`config.mk`:
```
export PLATFORM = sky130hd
export DESIGN_NAME = led_matrix_scanner
export DESIGN_NICKNAME = d
export VERILOG_FILES = /design/src/rtl/led_matrix_scanner.sv
export SDC_FILE = /design/constraint.sdc
export NUM_CORES = 1
export LEC_CHECK = 0
export CAP_MARGIN = 10
export CORE_MARGIN = 2
export CORE_UTILIZATION = 45
export CTS_CLUSTER_DIAMETER = 80
export DETAILED_ROUTE_END_ITERATION = 8
export PLACE_DENSITY_LB_ADDON = 0.12
export RECOVER_POWER = 25
export SLEW_MARGIN = 20
export SYNTH_ARGS = -nofsm -noshare
export SYNTH_HDL_FRONTEND = slang
export SYNTH_SLANG_ARGS = --single-unit
export TNS_END_PERCENT = 100
```
`constraint.sdc`:
```
create_clock -name clk -period 3.1 [get_ports clk]
set_clock_uncertainty 0.05 [all_clocks]
set_input_delay 0.62 -clock clk [delete_from_list [all_inputs] [get_ports clk]]
set_output_delay 0.62 -clock clk [all_outputs]
set_load 0.01 [all_outputs]
```
`src/rtl/led_matrix_scanner.sv`:
```
// led_matrix_scanner: generic ROWS x COLS time-multiplexed LED matrix driver.
// Each row gets a slot of L = scan_div+1 cycles: Be blank cycles followed by
// L-Be drive cycles with PWM-gated columns. Frame and brightness are captured
// at every frame start so a frame is never torn.
module led_matrix_scanner #(
    parameter int ROWS  = 6,
    parameter int COLS  = 6,
    parameter int DIV_W = 12,
    parameter int PWM_W = 4
) (
    input  logic                 clk,
    input  logic                 reset,
    input  logic                 enable,
    input  logic [ROWS*COLS-1:0] frame,
    input  logic [DIV_W-1:0]     scan_div,
    input  logic [DIV_W-1:0]     blank_cycles,
    input  logic [PWM_W-1:0]     brightness,
    output logic [ROWS-1:0]      rows,
    output logic [COLS-1:0]      columns,
    output logic                 frame_start
);

    localparam int RIDX_W = (ROWS > 1) ? $clog2(ROWS) : 1;

    typedef enum logic [1:0] {
        IDLE  = 2'd0,
        BLANK = 2'd1,
        DRIVE = 2'd2
    } state_t;

    state_t                 state, next_state;
    logic [RIDX_W-1:0]      row_idx, next_row_idx;
    logic [DIV_W-1:0]       slot_cnt, next_slot_cnt;
    logic [DIV_W-1:0]       slot_last, next_slot_last;
    logic [DIV_W-1:0]       blank_len, next_blank_len;
    logic                   blank_all, next_blank_all;
    logic [PWM_W-1:0]       pwm_cnt, next_pwm_cnt;
    logic [PWM_W-1:0]       bright_snap, next_bright_snap;
    logic [ROWS*COLS-1:0]   frame_snap, next_frame_snap;
    logic [ROWS-1:0]        next_rows;
    logic [COLS-1:0]        next_columns;
    logic                   next_frame_start;
    logic                   slot_start;
    logic                   pwm_on;

    // Next-state, slot sequencing and registered-output decode.
    // slot_cnt counts from 0 to slot_last inclusive, so a DIV_W-bit counter
    // covers the longest slot (2^DIV_W cycles) without overflow. blank_all
    // marks slots whose blank length reaches the slot length, i.e. Be = L.
    always_comb begin
        next_state       = state;
        next_row_idx     = row_idx;
        next_slot_cnt    = slot_cnt + 1'b1;
        next_slot_last   = slot_last;
        next_blank_len   = blank_len;
        next_blank_all   = blank_all;
        next_frame_snap  = frame_snap;
        next_bright_snap = bright_snap;
        next_frame_start = 1'b0;
        next_pwm_cnt     = '0;
        next_rows        = '0;
        next_columns     = '0;
        slot_start       = 1'b0;
        pwm_on           = 1'b0;

        case (state)
            BLANK, DRIVE: begin
                if (!enable) begin
                    next_state    = IDLE;
                    next_row_idx  = '0;
                    next_slot_cnt = '0;
                end else if (slot_cnt == slot_last) begin
                    slot_start   = 1'b1;
                    next_row_idx = (row_idx == RIDX_W'(ROWS - 1)) ? '0 : row_idx + 1'b1;
                end else if (state == BLANK && !blank_all && next_slot_cnt == blank_len) begin
                    next_state = DRIVE;
                end
            end
            default: begin
                next_state    = IDLE;
                next_row_idx  = '0;
                next_slot_cnt = '0;
                if (enable) begin
                    slot_start = 1'b1;
                end
            end
        endcase

        if (slot_start) begin
            next_slot_cnt  = '0;
            next_slot_last = scan_div;
            next_blank_len = blank_cycles;
            next_blank_all = (blank_cycles > scan_div);
            next_state     = (blank_cycles == '0) ? DRIVE : BLANK;
            if (next_row_idx == '0) begin
                next_frame_snap  = frame;
                next_bright_snap = brightness;
                next_frame_start = 1'b1;
            end
        end

        if (next_state == DRIVE && state == DRIVE && !slot_start) begin
            next_pwm_cnt = pwm_cnt + 1'b1;
        end

        pwm_on = (next_pwm_cnt < next_bright_snap) || (next_bright_snap == '1);

        if (next_state == DRIVE) begin
            next_rows    = ROWS'(1) << next_row_idx;
            next_columns = next_frame_snap[int'(next_row_idx) * COLS +: COLS] & {COLS{pwm_on}};
        end
    end

    // State register.
    always_ff @(posedge clk or posedge reset) begin
        if (reset) begin
            state <= IDLE;
        end else begin
            state <= next_state;
        end
    end

    // Slot counters, snapshots and registered pad outputs.
    always_ff @(posedge clk or posedge reset) begin
        if (reset) begin
            row_idx     <= '0;
            slot_cnt    <= '0;
            slot_last   <= '0;
            blank_len   <= '0;
            blank_all   <= 1'b0;
            pwm_cnt     <= '0;
            bright_snap <= '0;
            frame_snap  <= '0;
            rows        <= '0;
            columns     <= '0;
            frame_start <= 1'b0;
        end else begin
            row_idx     <= next_row_idx;
            slot_cnt    <= next_slot_cnt;
            slot_last   <= next_slot_last;
            blank_len   <= next_blank_len;
            blank_all   <= next_blank_all;
            pwm_cnt     <= next_pwm_cnt;
            bright_snap <= next_bright_snap;
            frame_snap  <= next_frame_snap;
            rows        <= next_rows;
            columns     <= next_columns;
            frame_start <= next_frame_start;
        end
    end

endmodule

```
==> results of run 1 <==
flip-flops by register name, indices dropped and copies added (netlist names), 2 cells and up:
| name | count |
|---|---|
| blank_len | 12 |
| bright_snap | 4 |
| columns | 6 |
| frame_snap | 36 |
| pwm_cnt | 4 |
| row_idx | 3 |
| rows | 6 |
| slot_cnt | 12 |
| slot_last | 12 |
| state | 2 |
cell usage after synthesis (4+ instances only):
cell / count / area share [%]
sky130_fd_sc_hd__clkbuf_1: 6 / 0.45
sky130_fd_sc_hd__nand2_1: 24 / 1.8
sky130_fd_sc_hd__nand4_1: 5 / 0.62
sky130_fd_sc_hd__xnor2_1: 23 / 4.0
sky130_fd_sc_hd__o21ai_0: 16 / 1.6
sky130_fd_sc_hd__mux2i_1: 10 / 2.0
sky130_fd_sc_hd__ha_1: 19 / 4.7
sky130_fd_sc_hd__o22ai_1: 12 / 1.5
sky130_fd_sc_hd__or3_1: 7 / 0.87
sky130_fd_sc_hd__nand2b_1: 8 / 0.99
sky130_fd_sc_hd__dfrtp_1: 99 / 49
sky130_fd_sc_hd__nor3b_1: 4 / 0.59
sky130_fd_sc_hd__inv_1: 24 / 1.8
sky130_fd_sc_hd__buf_4: 6 / 0.89
sky130_fd_sc_hd__and2_1: 4 / 0.50
sky130_fd_sc_hd__mux2_2: 50 / 11
sky130_fd_sc_hd__a21oi_1: 11 / 1.1
sky130_fd_sc_hd__xor2_1: 4 / 0.69
sky130_fd_sc_hd__nand3_1: 6 / 0.59
sky130_fd_sc_hd__a21o_1: 5 / 0.74
sky130_fd_sc_hd__nor3_1: 10 / 0.99
sky130_fd_sc_hd__buf_2: 5 / 0.50
sky130_fd_sc_hd__nor2_1: 22 / 1.6
sky130_fd_sc_hd__nor4_1: 6 / 0.74
report_power, final:
group | internal (mW) | switching (mW) | leakage (nW) | total, mW
Sequential | 1.77 | 0.274 | 1.23 | 2.05
Clock | 0.337 | 0.502 | 0.100 | 0.839
Combinational | 1.11 | 0.975 | 1.67 | 2.09
Total | 3.22 | 1.75 | 3.00 | 4.98
what timing repair did:
action                     CTS  global route
setup buffers                6             3
pin swaps                   12            14
gates resized for setup     15            25
hold buffers                 0             0
setup endpoints to repair    6             6
layout make-up:
class,count,area (um^2)
well taps,140,175.2
inverters,24,93.84
repair buffers,147,1329
clock inverters,6,63.81
multi-input cells,299,2629
flip-flops and latches,99,2482
clock buffers,10,137.6
fillers,885,3978
metrics by stage:
step	utilization, %	cells	setup TNS (ns)	setup WS [ns]
2_1_floorplan	-	439	-0.7176	-0.1196
3_5_place_dp	59.34	700	-2.732	-0.4682
4_1_cts	62.33	722	-1.103	-0.1948
6_report	63.47	725	-0.8779	-0.1576
5_1_grt	63.47	725	-2.165	-0.3789
3_3_place_gp	59.34	700	-2.231	-0.3734
kinds of logic (layout without fill, tap and decap cells):
kind of cell	Yosys count	after routing	synth area share, %
xor+xnor	31	31	6.490
mux	60	60	13.13
fa+ha+maj	19	19	4.707
flops	99	99	49.05
compound gates	69	69	9.686
buf+inv	41	187	3.616
simple gates	120	120	13.33
per-layer routing:
layer  routed length, um  vias to the layer above  share of wire (%)
met1                5826                     1888                 47
met4                 228                        2                1.8
li1                    -                     1839                  -
met2                5688                       69                 46
met5                  13                        -               0.10
met3                 641                       24                5.2
final timing paths:
path                                          start                       end  slack, ns  cells after the start
min in group asynchronous                     reset  slot_last[0]$_DFFE_PP0P_       1.10                      3
setup / recovery              slot_cnt[1]$_DFF_PP0_      columns[3]$_DFF_PP0_      -0.16                     15
hold / removal             frame_snap[21]$_DFF_PP0_  frame_snap[21]$_DFF_PP0_       0.46                      1
hold reg to reg            frame_snap[21]$_DFF_PP0_  frame_snap[21]$_DFF_PP0_       0.46                      1
setup reg to reg              slot_cnt[1]$_DFF_PP0_      columns[3]$_DFF_PP0_      -0.16                     15
max in group asynchronous                     reset     slot_cnt[4]$_DFF_PP0_       0.93                      3
critical path: stages, from the launching register on:
cell                      delay, ns
sky130_fd_sc_hd__dfrtp_2       0.41
sky130_fd_sc_hd__buf_6         0.11
sky130_fd_sc_hd__nand4_4       0.12
sky130_fd_sc_hd__or3_4         0.36
sky130_fd_sc_hd__and3_4        0.19
sky130_fd_sc_hd__a211o_1       0.27
sky130_fd_sc_hd__o41ai_4       0.33
sky130_fd_sc_hd__nor2_2        0.10
sky130_fd_sc_hd__nor2_4        0.12
sky130_fd_sc_hd__and2_4        0.18
sky130_fd_sc_hd__ha_4          0.12
sky130_fd_sc_hd__a21o_1        0.12
sky130_fd_sc_hd__a21oi_2       0.06
sky130_fd_sc_hd__a22o_1        0.26
sky130_fd_sc_hd__a31oi_4       0.28
sky130_fd_sc_hd__a21oi_1       0.07
==> summary by stage, run 1 <==
Logic synthesis
For this run, asynchronously set or reset flops after synthesis account for 100.0%. The cell area that synthesis handed to floorplanning was 0.005051 mm^2. The count of cell types in the netlist is 56. Sequential elements use 49.05% of the synthesized area. The synthesized net count is 525. After technology mapping, the gate count stands at 439. Counting flops with a built-in enable in the synthesized netlist gives 0. The synthesized design contains 99 register bits.

The total of warnings raised by yosys is 0. The commonest register cell after synthesis is sky130_fd_sc_hd__dfrtp_1. The mean cell area of the mapped netlist is 11.51 um^2.

Global routing
The largest net degree at the start of global routing is 100. The global-route met1 utilization is 31.04%. The met3 track demand over resource in global routing is 6.165%. Global routing used 22.33% of the available tracks.

The initial antenna violation count was 1. After global routing the overflow that remains totals 0. The most used routing layer in global routing is met2. The met2 usage is 33.57%. The number of global-route vias before repair came to 3,964. The wire length of the first global-routing pass is 20,120 um.

Critical path
The worst setup path is launched from a register. The highest fanout seen on the critical path is 6. The endpoint type of the worst setup path is a register. The worst endpoint data arrival time is 3.48 ns. At the worst endpoint, the required time is 3.32 ns. By startpoint and endpoint, the worst setup path is classified as register to register.

Clock tree
The TritonCTS buffer count is 9. CTS saw 99 sinks. TritonCTS built the clock tree. The clock latency on the worst-skew pair is 0.40 ns. The cell sitting at the root of the clock tree is a sky130_fd_sc_hd__clkbuf_8.

No sink is reached through more buffers than the 2 on the longest clock path. Clock-pin slew was measured on the worst setup and hold paths at 0.10 ns. In this run the number of H-tree levels came out at 3.

Power and ir drop
The total power per unit cell area is 719.9 mW/mm^2. The design draws 4.975 mW. IR analysis of the VDD net gives a maximum drop of 416.0 uV. The cell leakage power is 3.003 nW.

Floorplan
The initial utilization of the core area, before any placement, comes to 46.39%. The floorplan has 38 rows. For this design the top-level I/O count stands at 80. The die covers 0.01209 mm^2. The area of the core region is 0.01089 mm^2. In this run the vertical extent of the chip is 109.9 um. The die is 109.9 um wide.

Min path
The class of the tightest hold or removal check is register to register.

Detailed routing
The post-detailed-route wirelength per cell is 17.10 um. The detailed router finished its first iteration with 136 violations. The detailed router placed 3,822 vias in this run. The total wire length is 12,400 um.

Dividing the detail-routed via count by the number of cells gives 5.272. The number of iterations in the first detailed-routing pass is 4. The detail route stage leaves a number of antenna-violating nets equal to 0. For this run, design rule violations remaining after detail routing come to 0.

Job
The number of max-cap violations is 0.

Finish
The post-route netlist has 30.43% of its cells at a drive strength greater than 1. The most common cell after layout, fill and taps aside is sky130_fd_sc_hd__dfrtp_1. The final instance area is 0.006910 mm^2. The number of diodes is 0. The area growth from synthesis to layout is 36.81%. The final layout net count is 666. In the layout the commonest cells are sky130_fd_sc_hd__dfrtp_1 (95), sky130_fd_sc_hd__clkdlybuf4s50_1 (78), sky130_fd_sc_hd__buf_4 (62).

Outcome
The flow ran to the end, but the final reports show violations. The checks that failed: setup timing.

Timing
The headroom to the max-slew limit is 9.810%. The actual transition at the worst max-transition pin is 1.353 ns. The count of pins over their slew limit is 0. The share of the cycle needed by the critical path after routing is 105.1%. Setup violations remaining at the end of the flow were counted as 6. The worst slack on hold paths is 0.4563 ns.

The worst setup margin is -0.1576 ns. The smallest clock period supported by the final layout is computed as 3.258 ns. Setup repair after global routing could not meet its margin everywhere.

The achievable clock frequency is 307.0 MHz. The count of endpoints failing hold in the final timing report is 0.

Placement
The weighted congestion reported at the end of routability-driven placement is 0.8369. The instance area after placement is 0.006461 mm^2. The number of input and output port buffers inserted is 79. After legalization and detailed placement, the total HPWL measured 9302 um.
Note: power is estimated with default switching activity, not from simulation.
==> run 2: changes to the inputs <==
Settings changed: SKIP_LAST_GASP set to 1.
==> results of run 2 <==
Final layout, timing and power as in run 1 (identical DEF).
==> run 3: changes to the inputs <==
Settings changed: CORE_ASPECT_RATIO set to 0.7, CTS_CLUSTER_SIZE set to 40.
==> run 3 against run 2 <==
The flow finishes with violations (capacitance limit, setup timing). Total power rose by 5.9%. Wire length rose by 2.4%. Register-to-register slack lost 0.05 ns. Critical path depth shrank 1. Global-route usage up 0.43 points. Non-clock buffer count down 1. Die area increased by 0.11%. Critical endpoint is now columns[5]$_DFF_PP0_.
==> summary by stage, run 3 (synthesis gave the netlist of run 1 again) <==
Outcome
The run finished, with violations left. The final reports fail on capacitance limit, setup timing.

Power and ir drop
In this run switching power makes up 32.74% of total power. The completed layout was analyzed and its total power is 5.266 mW. The cell leakage power is 3.029 nW. Across the VDD grid, the largest voltage drop is 352.3 uV. In this run the power spent charging and discharging nets is 1.724 mW.

The internal power of the cells totals 3.542 mW. The clock network accounts for 21.2% of the total power. Registers are responsible for 39.1% of the overall power. The combinational fraction of design power is 39.7%. The total power per unit cell area is 755.4 mW/mm^2.

Finish
The top cell types in the final layout, fill and taps aside, are sky130_fd_sc_hd__dfrtp_1 (96), sky130_fd_sc_hd__clkdlybuf4s50_1 (78), sky130_fd_sc_hd__buf_4 (62). The net count of the finished layout is 665. The number of diodes is 0. The register with the highest flop count is frame_snap. The relative area change from synthesis to final layout is 38.02%. Leaving out fill and tap cells, the most frequent cell in the layout is sky130_fd_sc_hd__dfrtp_1. The count of non-filler cells in the finished layout is 736.

The number of flip-flops under the largest register name is 36. The post-route netlist has 28.64% of its cells at a drive strength greater than 1.

Detailed routing
The number of iterations in the first detailed-routing pass is 4. The post-detailed-route wirelength per cell is 17.25 um. The mean number of vias per cell is 5.094. The detailed router finished its first iteration with 216 violations. The number of remaining DRC errors is 0. The detail route stage leaves a number of antenna-violating nets equal to 0.

The total wire length is 12,700 um. The via total after detailed routing is 3,749.

Timing
The minimum clock period is 3.309 ns. Dividing the final minimum period by the clock period gives 106.7%. The count of pins over their slew limit is 0. Measured against its own limit, the worst slew margin works out to 0.5449%. Setup repair after global routing could not meet its margin everywhere. Setup slack on the critical path of the routed design comes to -0.2088 ns.

The count of endpoints failing hold in the final timing report is 0. The actual transition at the worst max-transition pin is 1.484 ns. Setup violations remaining at the end of the flow were counted as 6.

The setup TNS is -1.184 ns. The achievable clock frequency is 302.2 MHz.

Min path
In this run the worst hold path is classified as register to register. The worst hold path endpoint is frame_snap[24]$_DFF_PP0_. The worst min-delay path startpoint is frame_snap[24]$_DFF_PP0_. The depth of the worst hold-timing path is 1.

Floorplan
In this run the horizontal extent of the chip is 130.6 um. During I/O placement, the number of pins put on the boundary was 80. The die covers 0.01210 mm^2. The number of placement rows is 32.

The initial utilization of the core area, before any placement, comes to 46.04%. The height of the die is 92.64 um. In this run the standard cell core region covers 0.01097 mm^2.

Placement
The count of buffers added on input and output ports is 79. After detailed placement, the design holds a cell count of 713. At the end of routability-driven placement, the weighted congestion stood at 0.8820. The estimated wirelength of the detail-placed design is 9767 um.

Critical path
The capture point of the worst reg-to-reg path is columns[5]$_DFF_PP0_. The signal on the critical path passes through nand4_4 -> or3_4 -> and3_4 -> a211o_1 -> o41ai_4 -> nor2_2 -> nor2_2 -> and2_4 -> ha_4 -> a21o_1 -> a21oi_2 -> a22o_1 -> a31oi_4 -> a21oi_1. Across all register-to-register paths, the minimum setup slack is -0.21 ns.

The startpoint class of the critical path is a register. The logic depth of the worst setup path including buffers is 14. In this run the critical register-to-register path is launched from slot_cnt[0]$_DFF_PP0_. The required time of the worst setup path is 3.31 ns. The start-to-end type of the worst setup path is register to register. The most numerous cell on the critical path is sky130_fd_sc_hd__nor2_2.

Measured in cells, the most critical reg-to-reg path has a length of 14. The cell family with the largest share of critical-path delay is compound AO/OA/AOI/OAI gates. For this design, the slowest cell found on the critical path is sky130_fd_sc_hd__dfrtp_2. The longest individual stage delay on the worst path is 0.43 ns. The endpoint type of the worst setup path is a register. In this run the worst path has a maximum fanout of 6. At the worst endpoint, the arrival time is 3.52 ns. The critical path contains buffers and inverters numbering 0 combined.

Global routing
The initial antenna violation count is 0. The largest net degree at the start of global routing is 40. The number of global-route vias before repair is 3,897. The wire length of the first global-routing pass is 20,770 um. The total routing resource utilization after global routing is 22.76%. For this run the aggregate overflow at the end of global routing stands at 0.

Clock tree
For the worst-skew pair, the clock arrives at the later sink with an insertion delay of 0.34 ns. The CTS tree is done. The clock-pin transition on the worst setup and hold timing paths is 0.06 ns. CTS saw 99 sinks. The H-tree level count is 3. The TritonCTS buffer count is 9.

The maximum clock path buffer count is 2. The cell chosen for the clock root is sky130_fd_sc_hd__clkbuf_16. The number of hold buffers added after CTS was 0.

Job
The tool flagged a number of max-cap violations equal to 1.
## run 3: per-stage QoR
| step | cell area (um^2) | setup WS, ns | hold slack, ns | util (%) |
|---|---|---|---|---|
| floorplan | 5116 | -0.1196 | 0.3992 | - |
| global placement | 6502 | -0.2669 | 0.4282 | 59.27 |
| detailed placement | 6502 | -0.3413 | 0.4357 | 59.27 |
| CTS | 6943 | -0.1569 | 0.4510 | 63.29 |
| global route | 6972 | -0.3409 | 0.4644 | 63.55 |
| finish | 6972 | -0.2088 | 0.4468 | 63.55 |
## run 3: what timing repair did
action                     CTS  global route
setup endpoints to repair    6             7
resized for setup           15            10
pin swaps                    8             4
setup buffers                9             2
hold endpoints to repair     0             0
## run 3: cell type report
type,instances,area [um^2]
multi-input cells,299,2575
well taps,153,191.4
clock inverters,5,61.31
fillers,884,3999
clock buffers,10,239.0
repair buffers,146,1333
inverters,24,91.34
flip-flops and latches,99,2481
## run 3: power groups by stage
stage | Sequential (mW) | Combinational, mW | Clock (mW)
floorplan | 1.99 | 1.28 | 0
global placement | 2.05 | 1.89 | 0
detailed placement | 2.08 | 1.94 | 0
CTS | 2.06 | 2.10 | 1.14
global route | 2.11 | 2.28 | 1.20
finish | 2.06 | 2.09 | 1.11
## run 3: per-layer routing
metal  track usage (%)  vias to the layer above  part of all wire (%)
met2             32.34                       77                    43
met5                 0                        -                     0
li1                  -                     1839                     -
met4             4.787                        0                  0.64
met3             5.084                       10                   4.6
met1             35.53                     1823                    52
## run 3: worst max path at each step
stage / startpoint / end / slack (ns)
2_1_floorplan: slot_cnt[0]$_DFF_PP0_ / columns[0]$_DFF_PP0_ / -0.12
3_3_place_gp: enable / columns[5]$_DFF_PP0_ / -0.27
3_5_place_dp: slot_cnt[1]$_DFF_PP0_ / columns[0]$_DFF_PP0_ / -0.34
4_1_cts: slot_cnt[2]$_DFF_PP0_ / columns[0]$_DFF_PP0_ / -0.16
5_1_grt: slot_cnt[0]$_DFF_PP0_ / columns[1]$_DFF_PP0_ / -0.34
6_report: slot_cnt[0]$_DFF_PP0_ / columns[5]$_DFF_PP0_ / -0.21
## run 3: worst reg2reg max path: cells and delay by family (launching register included)
family / cells / cell delay [ns]
AO/OA/AOI/OAI: 7 / 1.40
flip-flops: 1 / 0.43
AND/OR/NAND/NOR: 6 / 1.16
adder cells (fa/ha/maj): 1 / 0.20
